**config.mk**
```make
export PLATFORM = sky130hd
export DESIGN_NAME = s_reg_file
export DESIGN_NICKNAME = d
export VERILOG_FILES = /design/src/rtl/s_reg_file.sv
export SDC_FILE = /design/constraint.sdc
export NUM_CORES = 1
export LEC_CHECK = 0
export ABC_CLOCK_PERIOD_IN_PS = 7720
export CELL_PAD_IN_SITES_DETAIL_PLACEMENT = 0
export CELL_PAD_IN_SITES_GLOBAL_PLACEMENT = 2
export CORE_AREA = 8 8 172 174
export DETAILED_ROUTE_END_ITERATION = 8
export DIE_AREA = 0 0 180 182
export GPL_ROUTABILITY_DRIVEN = 0
export GPL_TIMING_DRIVEN = 1
export PLACE_DENSITY = 0.78
export REMOVE_ABC_BUFFERS = 1
export SLEW_MARGIN = 40
export SYNTH_ARGS = -nofsm -noshare
export SYNTH_HDL_FRONTEND = slang
export SYNTH_SLANG_ARGS = --single-unit
```
**constraint.sdc**
```tcl
create_clock -name Clk -period 7.72 [get_ports Clk]
set_input_delay 1.544 -clock Clk [delete_from_list [all_inputs] [get_ports Clk]]
set_output_delay 1.544 -clock Clk [all_outputs]
set_load 0.05 [all_outputs]
```
**src/rtl/s_reg_file.sv**
```systemverilog
`default_nettype none
// ============================================================================
// Module      : s_reg_file
// Description : Scalar register file with two registered read ports,
//               byte-masked write port, write-to-read bypass and pending
//               scoreboard.
// Revision    : 1.0
// ============================================================================
module s_reg_file #(
  parameter int WIDTH = 16,
  parameter int DEPTH = 8,
  parameter int AW    = 3
) (
  input  logic               Clk,
  input  logic               Rst,
  input  logic [AW-1:0]      RdAddrA,
  input  logic               RD_A,
  output logic [WIDTH-1:0]   DataOutA,
  output logic               ValidA,
  output logic               HazardA,
  input  logic [AW-1:0]      RdAddrB,
  input  logic               RD_B,
  output logic [WIDTH-1:0]   DataOutB,
  output logic               ValidB,
  output logic               HazardB,
  input  logic [AW-1:0]      WrAddr,
  input  logic [WIDTH/8-1:0] WrBe,
  input  logic [WIDTH-1:0]   DataIn,
  input  logic               LockReq,
  input  logic [AW-1:0]      LockAddr,
  output logic [DEPTH-1:0]   PendingVec
);

  localparam int c_NBYTES = WIDTH / 8;

  logic [WIDTH-1:0] r_mem [DEPTH];
  logic [DEPTH-1:0] r_pend;

  logic [WIDTH-1:0] r_dout_a, r_dout_b;
  logic             r_valid_a, r_valid_b;

  logic [WIDTH-1:0] w_mem_a, w_mem_b;
  logic [WIDTH-1:0] w_data_a, w_data_b;
  logic             w_pend_a, w_pend_b;
  logic             w_hit_a, w_hit_b;
  logic             w_wr_any;

  assign w_wr_any = |WrBe;

  // Loop-based decode: addresses at or above DEPTH never match, so they read
  // as zero, are never pending, and are ignored by writes and locks.
  always_comb begin
    w_mem_a  = '0;
    w_mem_b  = '0;
    w_pend_a = 1'b0;
    w_pend_b = 1'b0;
    w_hit_a  = 1'b0;
    w_hit_b  = 1'b0;
    for (int i = 0; i < DEPTH; i++) begin
      if (RdAddrA == AW'(i)) begin
        w_mem_a  = r_mem[i];
        w_pend_a = r_pend[i];
        w_hit_a  = (WrAddr == RdAddrA);
      end
      if (RdAddrB == AW'(i)) begin
        w_mem_b  = r_mem[i];
        w_pend_b = r_pend[i];
        w_hit_b  = (WrAddr == RdAddrB);
      end
    end
  end

  // Per-lane bypass of the same-cycle write into each read path.
  always_comb begin
    w_data_a = w_mem_a;
    w_data_b = w_mem_b;
    for (int b = 0; b < c_NBYTES; b++) begin
      if (w_hit_a && WrBe[b]) w_data_a[8*b +: 8] = DataIn[8*b +: 8];
      if (w_hit_b && WrBe[b]) w_data_b[8*b +: 8] = DataIn[8*b +: 8];
    end
  end

  assign HazardA = RD_A & w_pend_a;
  assign HazardB = RD_B & w_pend_b;

  // Lock is applied after the write clear so that a same-cycle lock wins.
  always_ff @(posedge Clk or posedge Rst) begin
    if (Rst) begin
      for (int i = 0; i < DEPTH; i++) r_mem[i] <= '0;
      r_pend <= '0;
    end else begin
      for (int i = 0; i < DEPTH; i++) begin
        for (int b = 0; b < c_NBYTES; b++) begin
          if (WrAddr == AW'(i) && WrBe[b]) r_mem[i][8*b +: 8] <= DataIn[8*b +: 8];
        end
        if (WrAddr == AW'(i) && w_wr_any) r_pend[i] <= 1'b0;
        if (LockReq && LockAddr == AW'(i)) r_pend[i] <= 1'b1;
      end
    end
  end

  always_ff @(posedge Clk or posedge Rst) begin
    if (Rst) begin
      r_dout_a  <= '0;
      r_dout_b  <= '0;
      r_valid_a <= 1'b0;
      r_valid_b <= 1'b0;
    end else begin
      r_valid_a <= RD_A && !w_pend_a;
      r_valid_b <= RD_B && !w_pend_b;
      if (RD_A && !w_pend_a) r_dout_a <= w_data_a;
      if (RD_B && !w_pend_b) r_dout_b <= w_data_b;
    end
  end

  assign DataOutA   = r_dout_a;
  assign DataOutB   = r_dout_b;
  assign ValidA     = r_valid_a;
  assign ValidB     = r_valid_b;
  assign PendingVec = r_pend;

endmodule
`default_nettype wire

```
==> results of run 1 <==
-- sequential cells by signal, indices dropped and copies added, names as in the netlist --
register / count
ValidA: 1
ValidB: 1
DataOutA: 16
DataOutB: 16
r_mem: 128
PendingVec: 8
-- cell usage in the layout (no fill, tap or decap), types with 3 or more instances in the layout --
| master | count |
|---|---|
| o31ai_1 | 3 |
| nor2b_1 | 4 |
| a31oi_1 | 7 |
| mux2_2 | 166 |
| nand2b_1 | 14 |
| a41oi_1 | 3 |
| inv_1 | 6 |
| clkbuf_16 | 17 |
| nor3_1 | 4 |
| mux4_2 | 6 |
| o22ai_1 | 9 |
| nor2_1 | 59 |
| a22oi_2 | 5 |
| o21ai_0 | 20 |
| nand3_1 | 18 |
| or2_2 | 4 |
| o221ai_1 | 41 |
| dfrtp_1 | 170 |
| nand2_1 | 31 |
| buf_2 | 3 |
| a21oi_1 | 27 |
| clkinvlp_4 | 6 |
| xnor2_1 | 3 |
| a22oi_1 | 19 |
| o211ai_1 | 7 |
| buf_4 | 11 |
| nand4_1 | 4 |
| clkdlybuf4s50_1 | 75 |
| o221a_2 | 3 |
| mux2i_1 | 51 |
| o22a_1 | 3 |
| nor2_2 | 8 |
-- kinds of logic (layout without fill, tap and decap cells) --
logic type / count (synthesis) / after routing / synth area share (%)
AND/OR/NAND/NOR: 155 / 155 / 8.23
flip-flops: 170 / 170 / 46.2
multiplexers: 223 / 223 / 27.3
other: 0 / 1 / 0
XOR/XNOR: 6 / 6 / 0.653
AO/OA/AOI/OAI: 159 / 159 / 12.7
buffers and inverters: 75 / 128 / 4.83
-- metrics by stage --
| stage | hold WS [ps] | worst slack, ps |
|---|---|---|
| 3_5_place_dp | 505 | 1970 |
| 3_3_place_gp | 492 | 1950 |
| 5_1_grt | 534 | 1840 |
| 4_1_cts | 520 | 1940 |
| 2_1_floorplan | 491 | 1570 |
| 6_report | 512 | 1920 |
-- routing by layer --
layer,vias up,routed length (um)
li1,3018,-
met1,3386,12900
met2,157,12600
met3,41,1080
met4,0,690
met5,-,0
-- final cells by class --
type                    count  area, sq um  share of cell area, %
clock buffers              18          439                   4.11
flip-flops and latches    170         4250                   39.9
inverters                   7         33.8                  0.316
well taps                 341          427                   4.00
clock inverters            13          145                   1.36
repair buffers             90          860                   8.05
multi-input cells         543         4510                   42.3
diodes                      1         2.50                 0.0234
-- critical path: cells and delay by family --
kind / cells / cell delay (ps)
and+or+nand+nor: 2 / 620
AOI/OAI and AO/OA: 1 / 270
buffers and inverters: 2 / 1800
-- power groups by stage --
stage	clock (W)	sequential, W	combinational (W)
global placement	0	0.00127	0.000948
floorplan	0	0.00146	0.000420
CTS	0.000875	0.00126	0.000962
detailed placement	0	0.00127	0.000959
global route	0.000904	0.00129	0.00102
finish	0.000860	0.00126	0.000950
-- worst max-delay path by stage --
stage	slack [ps]	to	cells after the start
CTS	1940	HazardA	5
detailed placement	1970	HazardA	5
floorplan	1570	DataOutA[0]	1
global route	1840	HazardA	5
finish	1920	HazardA	5
global placement	1950	HazardA	5
==> run metrics, run 1 <==
IO Pins=79; cts bufs inserted=17; Worst-Margin Slew=855 ps; met1 track demand over resource=23.0%; Critical Path RT=6180 ps; VDD IR max=150 uV; NetSw=0.00107 W; Final Non-Filler Cells=1183; CP endpoint kind=output port; leakage=4.28 nW; drt via density=5.58; Int Pwr=0.00200 W; switching share of total power=34.8%; busiest metal layer after global routing=met2; Synth Register Bits=170; most used cell along the critical path=clkdlybuf4s50_1; WL final=27400 um; M2 GR Usage=26.2%; DP Wirelength=18300 um; total core area=26700 sq um; Logic pwr share=31.0%; slowest stage cell, crit path=clkdlybuf4s50_1; Worst setup SP type=primary input; RSZ-0062 raised after global routing=no; Worst EP arrival=4260 ps; CP startpoint=RdAddrA[0]; ys async rst share=100%; 1st-iter DRT viols=403; per-cell routed wire length=23.1 um; r2r endpoint=DataOutA[4]; largest stage delay on the critical path=920 ps; Max Clock Freq=172 MHz; setup bufs post-CTS=0; CTS tree=built; Syn Std Cell Area=9200 sq um; power share of the sequential group=41.0%; layout cells sized above 1=29.0%; placed cells=1151; drt pass-1 iters=4; Synth top cells by count=170 x dfrtp_1, 166 x mux2_2, 59 x nor2_1, 51 x mux2i_1, 41 x o221ai_1; count leader, synth=dfrtp_1; most common flop cell mapped by yosys=dfrtp_1; share of the synthesized area in the top cell type=46.2%; Max Slew Vio Count=0; Critical Path, Cell by Cell=clkdlybuf4s50_1 -> nor2b_1 -> a22o_1 -> nor3_1 -> clkdlybuf4s50_1; die width=180 um; R2R depth=4; count of different cell masters after synthesis=50; Final setup viols=0; biggest area consumer among synthesized cells=dfrtp_1; clock sinks=170; Post-Place Cell Area=10100 sq um; CTS H-tree lvls=4; R2R Path Start=PendingVec[3]; Worst Hold End=DataOutB[0]; top post-synthesis cells by area=dfrtp_1 46%, mux2_2 20%, mux2i_1 5.5%; hold_buf cts=0; final critical-path share of the clock period=75.1%; HP Start=DataOutB[0]; minimum clock period=5800 ps; crit path max fanout=16; vias=6602; Nets=864; Slew headroom=42.9%; Remaining DRCs=0; Hold Crit Depth=1; gr usage total=16.7%; initial antenna violation count=1; number of synthesized flops with an enable pin=0; Skew-Pair Late Insertion Delay=430 ps; Clk pwr share=28.0%; Final Instance Area=10700 sq um; final core utilization=40.1%; first-pass GRT wire length=42700 um; die height=182 um; Clock Tree Buf Depth=2; vias in the first global route=7030; PwrDens=288 nW/um^2; largest net degree at the start of global routing=99; syn_area_per_cell=11.7 sq um; outcome=finished, final reports clean; Seq/Total Area, Yosys=46.2%; num rows=60; YS warnings=0; area delta synth->final=16.0%; hold crit path type=flop to flop; number of max-cap violations=0; Hold Vio Cnt, Final=0; Initial Utilization=34.5%; Pwr Total=0.00307 W; CTS resizes=0; clock skew=11.3 ps; Syn Inst Count=788; clock slew at reported path FFs=70 ps; input/output buffers=78; grt total ovfl=0; clock root buffer=clkbuf_16; setup TNS=0 ps; ANT nets after route=0; Fill cells=2539; r2r setup slk=5600 ps; met3 Use GR=2.26%; Crit Path Category=primary input to output port; die footprint=32800 sq um
No activity file was read; power rests on OpenSTA's default activity.
==> inputs of run 2 (changes only) <==
--- a/config.mk
+++ b/config.mk
@@ -5,7 +5,7 @@
 export SDC_FILE = /design/constraint.sdc
 export NUM_CORES = 1
 export LEC_CHECK = 0
-export ABC_CLOCK_PERIOD_IN_PS = 7720
+export ABC_CLOCK_PERIOD_IN_PS = 6070
 export CELL_PAD_IN_SITES_DETAIL_PLACEMENT = 0
 export CELL_PAD_IN_SITES_GLOBAL_PLACEMENT = 2
 export CORE_AREA = 8 8 172 174
==> constraint.sdc (replaced) <==
create_clock -name Clk -period 6.07 [get_ports Clk]
set_input_delay 1.214 -clock Clk [delete_from_list [all_inputs] [get_ports Clk]]
set_output_delay 1.214 -clock Clk [all_outputs]
set_load 0.05 [all_outputs]
==> run 2 against run 1 <==
Against the previous run: worst hold slack hardly changed; sequential power rose by 27%; first-iteration DRC count down 3.0%; clock skew is 0.55 ps lower; combinational power rose by 27%; die area stayed put; register-to-register slack got worse by 1600 ps; sequential share of layout area about the same; highest routed layer unchanged.
==> run metrics, run 2 (synthesized netlist as in run 1, its figures left out) <==
setup TNS=0 ps (unchanged); hold crit path type=flop to flop; Max Slew Vio Count=0 (unchanged); DP Wirelength=18100 um (-1.1%); antenna diode count=0 (-1); Clock Tree Buf Depth=2 (unchanged); leakage=4.31 nW (+0.57%); most frequent cells in the layout=170 x dfrtp_1, 166 x mux2_2, 75 x clkdlybuf4s50_1, 59 x nor2_1, 51 x mux2i_1; area delta synth->final=16.1% (about the same); cts bufs inserted=17 (unchanged); grt total ovfl=0 (unchanged); number of max-cap violations=0 (unchanged); Clk pwr share=28.2% (+0.2 points); drt via density=5.56 (-0.44%); Logic pwr share=30.9% (about the same); HP Start=DataOutB[0]; outcome=finished, final reports clean; Int Pwr=0.00255 W (+27%); R2R Path Start=PendingVec[3]; power share of the sequential group=40.9% (about the same); vias=6573 (-0.44%); max reg flops=128 (unchanged); Final setup viols=0 (unchanged); Critical Path RT=4860 ps (-1320 ps); Skew-Pair Late Insertion Delay=430 ps (about the same); Initial Utilization=34.5% (unchanged); VDD IR max=174 uV (+16%); Max Clock Freq=197 MHz; layout cells sized above 1=29.0% (-0.034 points); per-cell routed wire length=23.2 um (+0.49%); largest net degree at the start of global routing=93 (-6.1%); clock root buffer=clkbuf_16; Worst-Margin Slew=858 ps (+3.57 ps); die footprint=32800 sq um (unchanged); Worst setup SP type=primary input; total core area=26700 sq um (unchanged); die height=182 um (unchanged); switching share of total power=34.8% (+0.063 points); CTS H-tree lvls=4 (unchanged); ANT nets after route=0 (unchanged); NetSw=0.00136 W (+28%); setup bufs post-CTS=0 (unchanged); Final Non-Filler Cells=1183 (unchanged); clock sinks=170 (unchanged); 1st-iter DRT viols=391 (-3.0%); minimum clock period=5090 ps; Nets=864 (unchanged); RSZ-0062 raised after global routing=no; CTS resizes=0 (unchanged); WL final=27500 um (+0.49%); clock skew=10.7 ps (-0.549 ps); Crit Path Category=primary input to output port; input/output buffers=78 (unchanged); CP startpoint=RdAddrB[2]; placed cells=1151 (unchanged); crit path max fanout=12 (-4); first-pass GRT wire length=42700 um (about the same); die width=180 um (unchanged); num rows=60 (unchanged); clock slew at reported path FFs=70 ps (about the same); initial antenna violation count=0 (-1); Pwr Total=0.00391 W (+27%); CTS tree=built; vias in the first global route=6764 (-3.8%); hold_buf cts=0 (unchanged); Hold Vio Cnt, Final=0 (unchanged); Slew headroom=42.6% (-0.28 points); CP endpoint kind=output port; final critical-path share of the clock period=83.8%; most common cell after layout, fill and taps aside=dfrtp_1; drt pass-1 iters=5 (+1); Worst EP arrival=3870 ps (-390 ps); Remaining DRCs=0 (unchanged); gr usage total=16.9% (+0.19 points); most flop-heavy register=r_mem; PwrDens=366 nW/um^2 (+27%); IO Pins=79 (unchanged)
[run 2: cell count changes in the layout (fill, tap and decap cells not counted), sizes merged]
cell / change
clkinv: +3
inv: +2
clkinvlp: -5
diode: -1
clkbuf: +1
[run 2: final cells by class]
cell class,count,area [sq um]
tap,341,427
clock inverter,13,140
fill,2534,16000
multi-input combinational,543,4510
inverter,7,33.8
timing repair buffer,90,868
clock buffer,19,443
sequential,170,4250
[run 2: worst max-delay path: stages]
cell	delay (ps)
clkdlybuf4s50_1	980
mux2i_1	160
mux2i_1	310
a22oi_1	120
a21oi_1	220
clkdlybuf4s50_1	850
[run 2: power groups by stage]
stage                     Clock [W]  Sequential, W  Combinational, W
after floorplan                   0        0.00186          0.000535
after global placement            0        0.00161           0.00121
after detailed placement          0        0.00162           0.00122
after CTS                   0.00113        0.00160           0.00122
after global routing        0.00117        0.00164           0.00129
final                       0.00110        0.00160           0.00121
[run 2: through the flow]
step	util (%)	cell area (sq um)	hold WS, ps	setup WS, ps
6_report	40.1	10700	512	983
3_5_place_dp	37.9	10100	500	1060
5_1_grt	40.1	10700	536	880
2_1_floorplan	-	8780	491	253
4_1_cts	40.1	10700	515	1040
3_3_place_gp	37.8	10100	494	1010
[run 2: path summary, 6_finish.rpt]
kind,cells past startpoint,slack (ps),end
setup / recovery,6,980,HazardB
max in group asynchronous,3,3910,r_mem[97]
min in group asynchronous,2,1250,r_mem[125]
hold / removal,1,510,DataOutB[0]
setup reg to reg,4,3950,DataOutA[4]
hold reg to reg,1,510,DataOutB[0]
[run 2: routing by layer]
| layer | share of wire [%] | track usage [%] |
|---|---|---|
| met5 | 0 | 0 |
| met1 | 48 | 23.3 |
| met3 | 3.7 | 3.19 |
| met4 | 2.1 | 5.30 |
| met2 | 46 | 26.5 |
==> inputs of run 3 (changes only) <==
--- a/config.mk
+++ b/config.mk
@@ -5,7 +5,7 @@
 export SDC_FILE = /design/constraint.sdc
 export NUM_CORES = 1
 export LEC_CHECK = 0
-export ABC_CLOCK_PERIOD_IN_PS = 6070
+export ABC_CLOCK_PERIOD_IN_PS = 4760
 export CELL_PAD_IN_SITES_DETAIL_PLACEMENT = 0
 export CELL_PAD_IN_SITES_GLOBAL_PLACEMENT = 2
 export CORE_AREA = 8 8 172 174
==> constraint.sdc (replaced) <==
create_clock -name Clk -period 4.76 [get_ports Clk]
set_input_delay 0.952 -clock Clk [delete_from_list [all_inputs] [get_ports Clk]]
set_output_delay 0.952 -clock Clk [all_outputs]
set_load 0.05 [all_outputs]
==> run 3 against run 2 <==
Against the previous run: setup slack worse by 140 ps; combinational power rose by 28%; count of clock-buffer cells in the layout increased by 3; clock power up 31%; global-route usage up 0.084 points; core utilization grew 0.23 points; sequential share of layout area fell by 0.23 points; critical path type unchanged; highest routed layer unchanged.
==> run metrics, run 3 (synthesized netlist as in run 1, its figures left out) <==
outcome=finished, final reports clean; 1st-iter DRT viols=425 (+8.7%); hold_buf cts=0 (unchanged); num rows=60 (unchanged); R2R Path Start=PendingVec[1]; cts bufs inserted=17 (unchanged); die height=182 um (unchanged); final core utilization=40.3% (+0.23 points); PwrDens=469 nW/um^2 (+28%); clock sinks=170 (unchanged); area delta synth->final=16.7%; drt via density=5.58 (+0.38%); HP Start=DataOutB[0]; clock slew at reported path FFs=60 ps (about the same); Clock Tree Buf Depth=2 (unchanged); path length in cells of the critical path=6 (unchanged); per-cell routed wire length=23.4 um (+0.71%); most frequent cells in the layout=170 x dfrtp_1, 166 x mux2_2, 73 x clkdlybuf4s50_1, 59 x nor2_1, 51 x mux2i_1; R2R depth=4 (unchanged); Final setup viols=0 (unchanged); die width=180 um (unchanged); first-pass GRT wire length=42800 um (+0.26%); Hold Crit Depth=1 (unchanged); r2r endpoint=DataOutA[4]; initial antenna violation count=0 (unchanged); vias=6626 (+0.81%); Worst-Margin Slew=845 ps (-13.4 ps); vias in the first global route=6982 (+3.2%); grt total ovfl=0 (unchanged); DP Wirelength=18400 um (+1.8%); Initial Utilization=34.5% (unchanged); setup TNS=0 ps (unchanged); final critical-path share of the clock period=82.3%; Pwr Total=0.00503 W (+29%); slowest stage cell, crit path=clkdlybuf4s50_1; CTS resizes=0 (unchanged); Slew headroom=43.5% (+0.94 points); clock root buffer=clkbuf_16; Hold Vio Cnt, Final=0 (unchanged); switching share of total power=33.7% (-1.2 points); Post-Place Cell Area=10100 sq um (+0.52%); IO Pins=79 (unchanged); r2r setup slk=2640 ps (-1310 ps); Final Instance Area=10700 sq um (+0.57%); most flop-heavy register=r_mem; VDD IR max=178 uV (+2.1%); Int Pwr=0.00334 W (+31%); WL final=27800 um (+1.1%); Fill cells=2551 (+0.67%); minimum clock period=3920 ps; gr usage total=17.0% (+0.084 points); largest net degree at the start of global routing=82 (-12%); Worst Hold End=DataOutB[0]; Clk pwr share=28.7% (+0.5 points); Nets=870 (+0.69%); antenna diode count=0 (unchanged); most common cell after layout, fill and taps aside=dfrtp_1; Skew-Pair Late Insertion Delay=430 ps (about the same); hold crit path type=flop to flop; Worst setup SP type=primary input; power share of the sequential group=40.6% (-0.3 points); clock skew=7.70 ps (-3.03 ps); Logic pwr share=30.7% (-0.2 points); input/output buffers=78 (unchanged); CTS tree=built; drt pass-1 iters=7 (+2); Worst EP arrival=2970 ps (-900 ps); setup bufs post-CTS=0 (unchanged); max reg flops=128 (unchanged); crit path max fanout=8 (-4); die footprint=32800 sq um (unchanged); CP Buf/Inv Count=3 (+1); ANT nets after route=0 (unchanged); CTS H-tree lvls=4 (unchanged); RSZ-0062 raised after global routing=no; NetSw=0.00169 W (+24%); Max Slew Vio Count=0 (unchanged); Max Clock Freq=255 MHz; largest stage delay on the critical path=740 ps (-240 ps); total core area=26700 sq um (unchanged); Top delay family on crit path=buffers and inverters; Crit Path Category=primary input to output port; number of max-cap violations=0 (unchanged); layout cells sized above 1=29.2% (+0.18 points); Critical Path RT=3810 ps (-1050 ps); Critical Path, Cell by Cell=clkdlybuf4s50_1 -> buf_4 -> nor2_1 -> a22o_1 -> nor3_1 -> buf_12; Remaining DRCs=0 (unchanged); leakage=4.34 nW (+0.81%); CP endpoint kind=output port
[run 3: metal layers]
metal,track usage (%),vias to the layer above,share of wire [%]
met5,0,-,0
met4,5.90,0,2.4
met3,3.17,38,4.4
met2,27.0,158,46
met1,22.9,3391,47
li1,-,3039,-
[run 3: area by class of cell]
type | instances | area, sq um | area share, %
clock inverter | 9 | 148 | 1.37
inverter | 7 | 33.8 | 0.315
sequential | 170 | 4250 | 39.6
clock buffer | 22 | 444 | 4.14
timing repair buffer | 96 | 921 | 8.57
tap | 341 | 427 | 3.97
multi-input combinational | 543 | 4510 | 42.0
[run 3: metrics by stage]
stage                     hold WS (ps)  setup WS (ps)  std cells
final                              513            843       1188
after global routing               532            776       1188
after CTS                          516            849       1188
after detailed placement           501            875       1157
after global placement             494            864       1157
after floorplan                    491           -795        720
[run 3: worst register-to-register path, delay by kind of cell, from the launching register on]
kind / cells / cell delay [ps]
AOI/OAI and AO/OA: 2 / 850
muxes: 2 / 720
DFF: 1 / 430
[run 3: power by group through the flow]
stage,clock (W),sequential (W),combinational (W)
final,0.00144,0.00204,0.00155
after global routing,0.00152,0.00210,0.00165
after CTS,0.00147,0.00204,0.00156
after detailed placement,0,0.00207,0.00156
after global placement,0,0.00205,0.00155
after floorplan,0,0.00237,0.000682
[run 3: how the worst max path moves through the flow]
stage | from | to | slack, ps
finish | RdAddrA[0] | HazardA | 840
detailed placement | RdAddrA[0] | HazardA | 880
global placement | RdAddrA[0] | HazardA | 860
global route | RdAddrA[0] | HazardA | 780
floorplan | Rst | DataOutA[0] | -800
CTS | RdAddrA[0] | HazardA | 850
